$ cat src/rtl/lsu_pkg.sv
// Shared encodings for the LSU memory sequencer: access sizes, FSM states, byte width.
package lsu_pkg;

    localparam int BYTE_W = 8;

    typedef enum logic [1:0] {
        SZ_B = 2'b00,
        SZ_H = 2'b01,
        SZ_W = 2'b10,
        SZ_X = 2'b11
    } size_e;

    typedef enum logic [1:0] {
        IDLE = 2'b00,
        ACC0 = 2'b01,
        ACC1 = 2'b10,
        RESP = 2'b11
    } state_e;

    // Byte count of a request; illegal size yields 0 (no lanes touched).
    function automatic logic [2:0] size_bytes(input logic [1:0] size);
        case (size)
            SZ_B:    size_bytes = 3'd1;
            SZ_H:    size_bytes = 3'd2;
            SZ_W:    size_bytes = 3'd4;
            default: size_bytes = 3'd0;
        endcase
    endfunction

endpackage

$ cat src/rtl/lsu_lane_align.sv
// Combinational lane steering: positions store data/mask across two words and
// extracts, merges and extends load data from a {hi,lo} word pair.
module lsu_lane_align
    import lsu_pkg::*;
(
    input  logic [1:0]  off,
    input  logic [1:0]  size,
    input  logic [31:0] wdata,
    input  logic [31:0] lo,
    input  logic [31:0] hi,
    input  logic        uns,
    output logic [63:0] lane_data,
    output logic [7:0]  lane_mask,
    output logic        span,
    output logic [31:0] rdata
);

    logic [2:0]  n;
    logic [7:0]  base_mask;
    logic [31:0] raw;

    assign n         = size_bytes(size);
    assign span      = ({2'b00, off} + {1'b0, n}) > 4'd4;
    assign base_mask = (8'd1 << n) - 8'd1;
    assign lane_mask = base_mask << off;
    assign lane_data = {32'b0, wdata} << {off, 3'b000};
    assign raw       = 32'({hi, lo} >> {off, 3'b000});

    always_comb begin
        rdata = '0;
        case (size)
            SZ_B:    rdata = uns ? {24'b0, raw[BYTE_W-1:0]}
                             : {{24{raw[BYTE_W-1]}}, raw[BYTE_W-1:0]};
            SZ_H:    rdata = uns ? {16'b0, raw[2*BYTE_W-1:0]}
                             : {{16{raw[2*BYTE_W-1]}}, raw[2*BYTE_W-1:0]};
            SZ_W:    rdata = raw;
            default: rdata = '0;
        endcase
    end

endmodule

$ cat src/rtl/lsu_mem_sequencer.sv
// LSU-to-data-memory sequencer: one request at a time, word-crossing accesses
// split into two aligned memory cycles, registered single-cycle response.
module lsu_mem_sequencer
    import lsu_pkg::*;
#(
    parameter int DEPTH  = 32,
    parameter int ADDR_W = $clog2(DEPTH) + 2
) (
    input  logic              clk,
    input  logic              rst,
    input  logic              req_valid,
    output logic              req_ready,
    input  logic              req_we,
    input  logic [1:0]        req_size,
    input  logic              req_unsigned,
    input  logic [ADDR_W-1:0] req_addr,
    input  logic [31:0]       req_wdata,
    output logic              rsp_valid,
    output logic [31:0]       rsp_rdata,
    output logic              rsp_err,
    output logic [ADDR_W-1:0] mem_addr,
    input  logic [31:0]       mem_rdata,
    output logic              mem_we,
    output logic [3:0]        mem_wmask,
    output logic [31:0]       mem_wdata
);

    state_e            state, state_n;
    logic              we_q;
    logic [1:0]        size_q;
    logic              uns_q;
    logic [ADDR_W-1:0] addr_q;
    logic [31:0]       wdata_q;
    logic [31:0]       lo_q;

    logic [ADDR_W-1:0] word0, word1;
    logic [31:0]       lo_in, hi_in;
    logic [63:0]       lane_data;
    logic [7:0]        lane_mask;
    logic              span;
    logic [31:0]       load_data;

    assign word0 = {addr_q[ADDR_W-1:2], 2'b00};
    assign word1 = word0 + ADDR_W'(4);

    // Bypass the live read data so the response register loads at the end of the
    // final access cycle; the upper word is zero when the access does not span.
    assign lo_in = (state == ACC0) ? mem_rdata : lo_q;
    assign hi_in = (state == ACC1) ? mem_rdata : 32'b0;

    lsu_lane_align u_align (
        .off       (addr_q[1:0]),
        .size      (size_q),
        .wdata     (wdata_q),
        .lo        (lo_in),
        .hi        (hi_in),
        .uns       (uns_q),
        .lane_data (lane_data),
        .lane_mask (lane_mask),
        .span      (span),
        .rdata     (load_data)
    );

    assign req_ready = (state == IDLE);
    assign rsp_valid = (state == RESP);

    always_ff @(posedge clk or negedge rst) begin
        if (!rst) state <= IDLE;
        else      state <= state_n;
    end

    always_comb begin
        state_n   = state;
        mem_addr  = '0;
        mem_we    = 1'b0;
        mem_wmask = 4'b0;
        mem_wdata = 32'b0;
        case (state)
            IDLE: if (req_valid) state_n = (req_size == SZ_X) ? RESP : ACC0;
            ACC0: begin
                mem_addr = word0;
                if (we_q) begin
                    mem_we    = 1'b1;
                    mem_wmask = lane_mask[3:0];
                    mem_wdata = lane_data[31:0];
                end
                state_n = span ? ACC1 : RESP;
            end
            ACC1: begin
                mem_addr = word1;
                if (we_q) begin
                    mem_we    = 1'b1;
                    mem_wmask = lane_mask[7:4];
                    mem_wdata = lane_data[63:32];
                end
                state_n = RESP;
            end
            RESP:    state_n = IDLE;
            default: state_n = IDLE;
        endcase
    end

    always_ff @(posedge clk or negedge rst) begin
        if (!rst) begin
            we_q      <= 1'b0;
            size_q    <= 2'b00;
            uns_q     <= 1'b0;
            addr_q    <= '0;
            wdata_q   <= 32'b0;
            lo_q      <= 32'b0;
            rsp_rdata <= 32'b0;
            rsp_err   <= 1'b0;
        end else begin
            if (req_valid && req_ready) begin
                we_q    <= req_we;
                size_q  <= req_size;
                uns_q   <= req_unsigned;
                addr_q  <= req_addr;
                wdata_q <= req_wdata;
            end
            if (state == ACC0) lo_q <= mem_rdata;
            // Entering RESP straight from IDLE only happens for an illegal size.
            if (state_n == RESP) begin
                rsp_err   <= (state == IDLE);
                rsp_rdata <= (state == IDLE || we_q) ? 32'b0 : load_data;
            end
        end
    end

endmodule
$ cat config.mk
export PLATFORM = sky130hd
export DESIGN_NAME = lsu_mem_sequencer
export DESIGN_NICKNAME = d
export VERILOG_FILES = /design/src/rtl/lsu_pkg.sv /design/src/rtl/lsu_lane_align.sv /design/src/rtl/lsu_mem_sequencer.sv
export SDC_FILE = /design/constraint.sdc
export NUM_CORES = 1
export LEC_CHECK = 0
export ABC_AREA = 0
export BUFFER_PORTS_ARGS = -buffer_cell sky130_fd_sc_hd__buf_4
export CORE_ASPECT_RATIO = 1.5
export CORE_MARGIN = 1.5
export CORE_UTILIZATION = 49
export DETAILED_ROUTE_END_ITERATION = 8
export PLACE_DENSITY_LB_ADDON = 0.05
export SYNTH_ARGS = -nofsm -noshare
export SYNTH_HDL_FRONTEND = slang
export SYNTH_SLANG_ARGS = --single-unit
$ cat constraint.sdc
create_clock -name clk -period 3.1 [get_ports clk]
set_clock_uncertainty 0.15 [all_clocks]
set_input_delay 0.155 -clock clk [delete_from_list [all_inputs] [get_ports clk]]
set_output_delay 0.155 -clock clk [all_outputs]
set_load 0.03 [all_outputs]
Yosys cells after proc, flatten, opt, wreduce, memory -nomap -nowiden:

Index checks and enable logic that the tools add are counted.

* register bits after elaboration: 110
* latch bits: 0
* RAM bits: 0
* bits in read-only memories: 0
* input bits: 78
* output and inout port bits: 79
* word-level logic and storage cells: 49
* memories: 0

* $add $sub $neg: 3
* multiply operators: 0
* divide/modulo/power cells: 0
* order comparisons: 1
* equal/unequal tests: 7
* shifts and indexed selects: 4
* mux-type cells: 20
* bitwise gates (word level): 0
* reductions and logical operators: 5

Operators by type and width (count)
* two-way mux 32 bit: 7
* one-hot mux 32 bit (3 select lines): 1
* one-hot mux 32 bit (2 select lines): 1
* << shifter 32 x 5 -> 64 bit: 1
* right shift 64 x 5 -> 32 bit: 1
* one-hot mux 7 bit (2 select lines): 1
* == test 2 bit (second input constant): 5
* one-hot mux 3 bit (3 select lines): 1
* two-way mux 4 bit: 2
* one-hot mux 2 bit (4 select lines): 1
* one-hot mux 4 bit (2 select lines): 1
* << shifter 1 x 3 -> 8 bit (first input constant): 1
* << shifter 8 x 2 -> 8 bit: 1
* subtractor 8 x 1 -> 8 bit (second input constant): 1
* adder 7 x 3 -> 7 bit (second input constant): 1
* adder 2 x 3 -> 4 bit: 1
* == test 2 x 1 -> 1 bit (second input constant): 2
* greater-than comparator 4 x 3 -> 1 bit (second input constant): 1
* zero test 2 bit: 2
* two-way mux 2 bit: 2
* two-way mux 1 bit: 3
* OR reduction 2 bit: 1
* logical AND 1 bit: 1
* logical OR 1 bit: 1

Logic depth before layout (Yosys ltp):

* depth after elaboration: 7
* depth in mapped cells: 12
* mapped depth without buffers: 10

Hierarchy:

A second synthesis with hierarchy kept.

* cells, all modules: 738
* area, all modules: 7634.8 um2

Modules (own cells, without submodules)
* lsu_mem_sequencer: times used 1, cells each 453, area an instance 5212.5 um2, seq. area each 2752.6 um2
* lsu_lane_align: times used 1, cells each 285, area an instance 2422.3 um2, seq. area each 0.0 um2

Worst setup path before layout:

OpenSTA, ideal clock, no wires.

* kind: register -> register
* from: reg addr_q[1]
* to: reg rsp_rdata[28]
* library setup time: 0.094 ns
* arrival time: 2.688 ns
* data required time: 2.856 ns
* path slack: 0.169 ns
* cell stages (with the launch flop): 11
* period minus slack after synthesis: 2.931 ns
* cells stage by stage: dfrtp_1 > inv_1 > buf_1 > clkbuf_1 > fa_1 > nand2b_1 > a221oi_2 > o31ai_4 > clkbuf_1 > nor2_1 > a211oi_1

* word-level cells in the longest chain between the ends: 5
* elaborated cells between the ends (all ways): 10
* those cells by class: add/sub (1); order compare (1); eq/ne (1); shift (1); mux (6)

RTL lines
* from (decl): line lsu_mem_sequencer.sv:32 `logic [ADDR_W-1:0] addr_q;`
* from (signal assigned): line lsu_mem_sequencer.sv:118 `addr_q <= req_addr;`
* adder 2 x 3 -> 4 bit: line lsu_lane_align.sv:23 `assign span = ({2'b00, off} + {1'b0, n}) > 4'd4;`
* greater-than comparator 4 x 3 -> 1 bit: line lsu_lane_align.sv:23
* two-way mux 1 bit: line lsu_mem_sequencer.sv:87 `state_n = span ? ACC1 : RESP;`
* one-hot mux 2 bit (4 select lines): line lsu_mem_sequencer.sv:78 `case (state)`
* == test 2 bit: line lsu_mem_sequencer.sv:123 `if (state_n == RESP) begin`
* to (signal assigned): line lsu_mem_sequencer.sv:125 `rsp_rdata <= (state == IDLE || we_q) ? 32'b0 : load_data;`
* to (decl): line lsu_mem_sequencer.sv:19 `output logic [31:0] rsp_rdata,`

Parallel ways exist; a longest one is shown, timed or not.
A chain may end at the register's enable or synchronous reset.

Worst setup path in the final report:

* from: reg size_q[0]
* to: reg rsp_rdata[11]

* word-level cells in the longest chain between the ends: 7
* elaborated cells between the ends (all ways): 11
* those cells by class: add/sub (1); order compare (1); eq/ne (3); mux (5); reduce/logical (1)

RTL lines
* from (decl): line lsu_mem_sequencer.sv:30 `logic [1:0] size_q;`
* from (signal assigned): line lsu_mem_sequencer.sv:116 `size_q <= req_size;`
* == test 2 bit (tied with other cells): line lsu_pkg.sv:22, lsu_lane_align.sv:31
* one-hot mux 3 bit (3 select lines): line lsu_pkg.sv:22 `case (size)`
* adder 2 x 3 -> 4 bit: line lsu_lane_align.sv:23
* greater-than comparator 4 x 3 -> 1 bit: line lsu_lane_align.sv:23
* two-way mux 1 bit: line lsu_mem_sequencer.sv:87
* one-hot mux 2 bit (4 select lines): line lsu_mem_sequencer.sv:78
* == test 2 bit: line lsu_mem_sequencer.sv:123

Parallel ways exist; a longest one is shown, timed or not.

==> reports/metrics.cfg <==
[floorplanning]
initial_core_util = 0.505
num_rows = 51
die_width_um = 97.6
die_area_um2 = 14100
core_um2 = 13000
die_y_um = 145
io-pin-count = 157

[global_route]
grt_antenna_before_repair = 0
gr-total-overflow = 0
grt_pass1_vias = 6036
grt_max_degree = 103
grt_pass1_wl_mm = 30.5
grt.total_usage = 0.272

[placed_design]
gp_congestion = 0.890
port_buffers = 154
placed_area_um2 = 7860
dp_hpwl_mm = 13.0

[sta]
max_freq_ghz = 0.344
slew_headroom = 0.484
setup_viol = 0
min_period_over_period = 0.938
tightest_slew_ns = 0.775
period_needed_ns = 2.91
setup-tns-final_ns = 0
drv_slew = 0
rsz0062_at_grt = no
final_hold_viol_count = 0

[setup_path]
worstPathRequired_ns = 3.19
cp_cell_sequence = inv_1, ha_1, ha_1, inv_1, fa_1, xnor2_1, a221oi_4, o31a_1, buf_12, nor2_1, a211oi_1
cp-start-kind = flip-flop
slowest_stage = dfrtp_1
r2r-end = rsp_rdata[11]
cp.arrival_ns = 3.00
worst-r2r-setup-slack_ns = 0.19
crit_buf_inv = 3
path_delay_family = compound AO/OA/AOI/OAI gates
end_kind = flip-flop
critPathKind = flip-flop to flip-flop
reg2reg_depth = 11
cp_max_fo = 35
r2r_start = size_q[0]
cpPeakStageDelay_ns = 0.43

[synth]
synth_top_area_cell = dfrtp_1
syn-cell-area_um2 = 6580
synth-edff-count = 0
synthDistinctLibCells = 49
ys_ff_latch = 110
synthTopCellsByArea = dfrtp_1 42%, mux2_2 15%, mux2i_1 7.6%, nor2_1 5.3%, ha_1 2.7%
yosys_warnings = 0
avgSynthCellArea_um2 = 10.3
synth_commonest_cells = 110 x dfrtp_1, 93 x nor2_1, 85 x mux2_2
ys.flop_type = dfrtp_1
synth_top_area_frac = 0.419
ys_async_sr_fraction = 1.00
yosysMostFrequentCell = dfrtp_1
yosysSeqAreaShare = 0.419
netlist_instances = 638

[route]
drc_errors = 0
dr.pass1.iters = 5
wirelength_mm = 19.0
vias_per_cell = 5.74
drt_iter0_markers = 237
num_vias = 5770
routedWlPerCell_um = 18.9
ant_nets = 0

[pwr]
powerDensity_nw_per_um2 = 1210
power.leakage_uw = 0.00402
peakVddDrop_v = 0.000685

[final_layout]
fin_area_um2 = 8930
antenna_cells = 0
post_route_cells_drive_above_1_share = 0.331
nets = 937
finish.utilization = 0.686
n_fill_cell = 1042
area_growth_pct = 35.9

[hold_path]
hold_path_class = input pin to flip-flop
hold_start = mem_rdata[24]
holdPathStages = 3
min_to = lo_q[24]

[clock_network]
htree_levels = 3
clock_latency_ns = 0.35
clkSlewWorstSetupHoldPaths_ns = 0.07
cts.sinks = 110
cts_buffer_depth = 2
cts_buffers = 9
cts_tree = built
root_buffer = clkbuf_16

[flow_run]
maxCapViolCount = 0

[run_status]
status = finished, final reports clean

where the power goes:
part	switching (uW)	internal [uW]	leakage, uW
Clock	511	718	0.000148
Sequential	459	2200	0.00133
Combinational	4020	2880	0.00254
Total	4990	5790	0.00402
per-stage QoR:
stage	total power, uW	hold slack, ns	instances	worst slack [ns]
detailed placement	9430	0.124	916	0.130
global route	11500	0.00688	1005	0.000886
floorplan	7520	-0.291	639	0.169
finish	10800	0.00535	1005	0.193
CTS	10800	0.00242	1005	0.119
global placement	9190	0.110	916	0.294
layer usage:
| metal | up-vias | GRT usage | part of all wire |
|---|---|---|---|
| met5 | - | 0 | 0 |
| met4 | 0 | 0.117 | 0.027 |
| met3 | 33 | 0.0389 | 0.042 |
| met2 | 183 | 0.504 | 0.53 |
| met1 | 2850 | 0.311 | 0.40 |
| li1 | 2704 | - | - |
worst register-to-register path, stage by stage (launching register included):
cell and delay [ns]:
dfrtp_1 0.43, inv_1 0.15, ha_1 0.20, ha_1 0.17
inv_1 0.06, fa_1 0.37, xnor2_1 0.17, a221oi_4 0.37
o31a_1 0.22, buf_12 0.20, nor2_1 0.07, a211oi_1 0.25
cells by family after synthesis:
logic type	after synthesis	synth area share
multiplexers	139	0.234
flip-flops	110	0.419
AND/OR/NAND/NOR	159	0.101
adder cells (fa/ha/maj)	15	0.0297
buffers and inverters	72	0.0497
other	1	0.000570
AO/OA/AOI/OAI	135	0.157
XOR/XNOR	7	0.00932
cell usage in the layout (no fill, tap or decap), types with 3 or more instances in the layout:
cell           instances
a211oi_1              21
nor2_1                92
a32oi_1                7
nand2_1               35
mux2i_1               50
dfrtp_1              109
nor2b_1                4
buf_12                 4
o22a_1                17
inv_1                 20
mux4_2                 3
nand2b_1               3
ha_1                  13
o22ai_1                9
nand3_1                6
and2_1                 4
o21a_1                 7
mux2_2                85
buf_4                165
o31ai_1                6
xnor2_1                6
o21ai_0               20
a21oi_1                8
dlygate4sd3_1         76
a311oi_1              10
clkbuf_16              9
nor3_1                 7
a22oi_1                8
a2bb2oi_1             11
sequential cells by signal, indices dropped and copies added (netlist names):
| signal | count |
|---|---|
| size_q | 2 |
| rsp_err | 1 |
| rsp_rdata | 32 |
| lo_q | 32 |
| wdata_q | 32 |
| addr_q | 7 |
| state | 2 |
| we_q | 1 |
| uns_q | 1 |
how the worst max path moves through the flow:
stage                         start       endpoint  slack [ns]  cells past startpoint
after floorplan           addr_q[1]  rsp_rdata[28]        0.17                     10
after global placement    size_q[0]  rsp_rdata[12]        0.29                     10
after detailed placement  size_q[0]  rsp_rdata[11]        0.13                     10
after CTS                 size_q[1]  rsp_rdata[11]        0.12                     10
after global routing      size_q[1]  rsp_rdata[23]      0.0009                     11
final                     size_q[0]  rsp_rdata[11]        0.19                     11
final cells by class:
cell class	instances	area, um2	area share
Clock buffer	11	243	0.0272
Inverter	21	78.8	0.00882
Tap cell	159	199	0.0223
Clock inverter	2	60.1	0.00672
Sequential cell	110	2760	0.308
Multi-Input combinational cell	457	3520	0.394
Timing Repair Buffer	245	2080	0.233
timing repair:
item                                    CTS  global route
endpoints found under the hold margin   129             0
hold buffers                             76             0
setup buffers                             0             0
gates resized for setup                   0             2
endpoints found under the setup margin    0            15
Power figures use the tool's default switching activity.
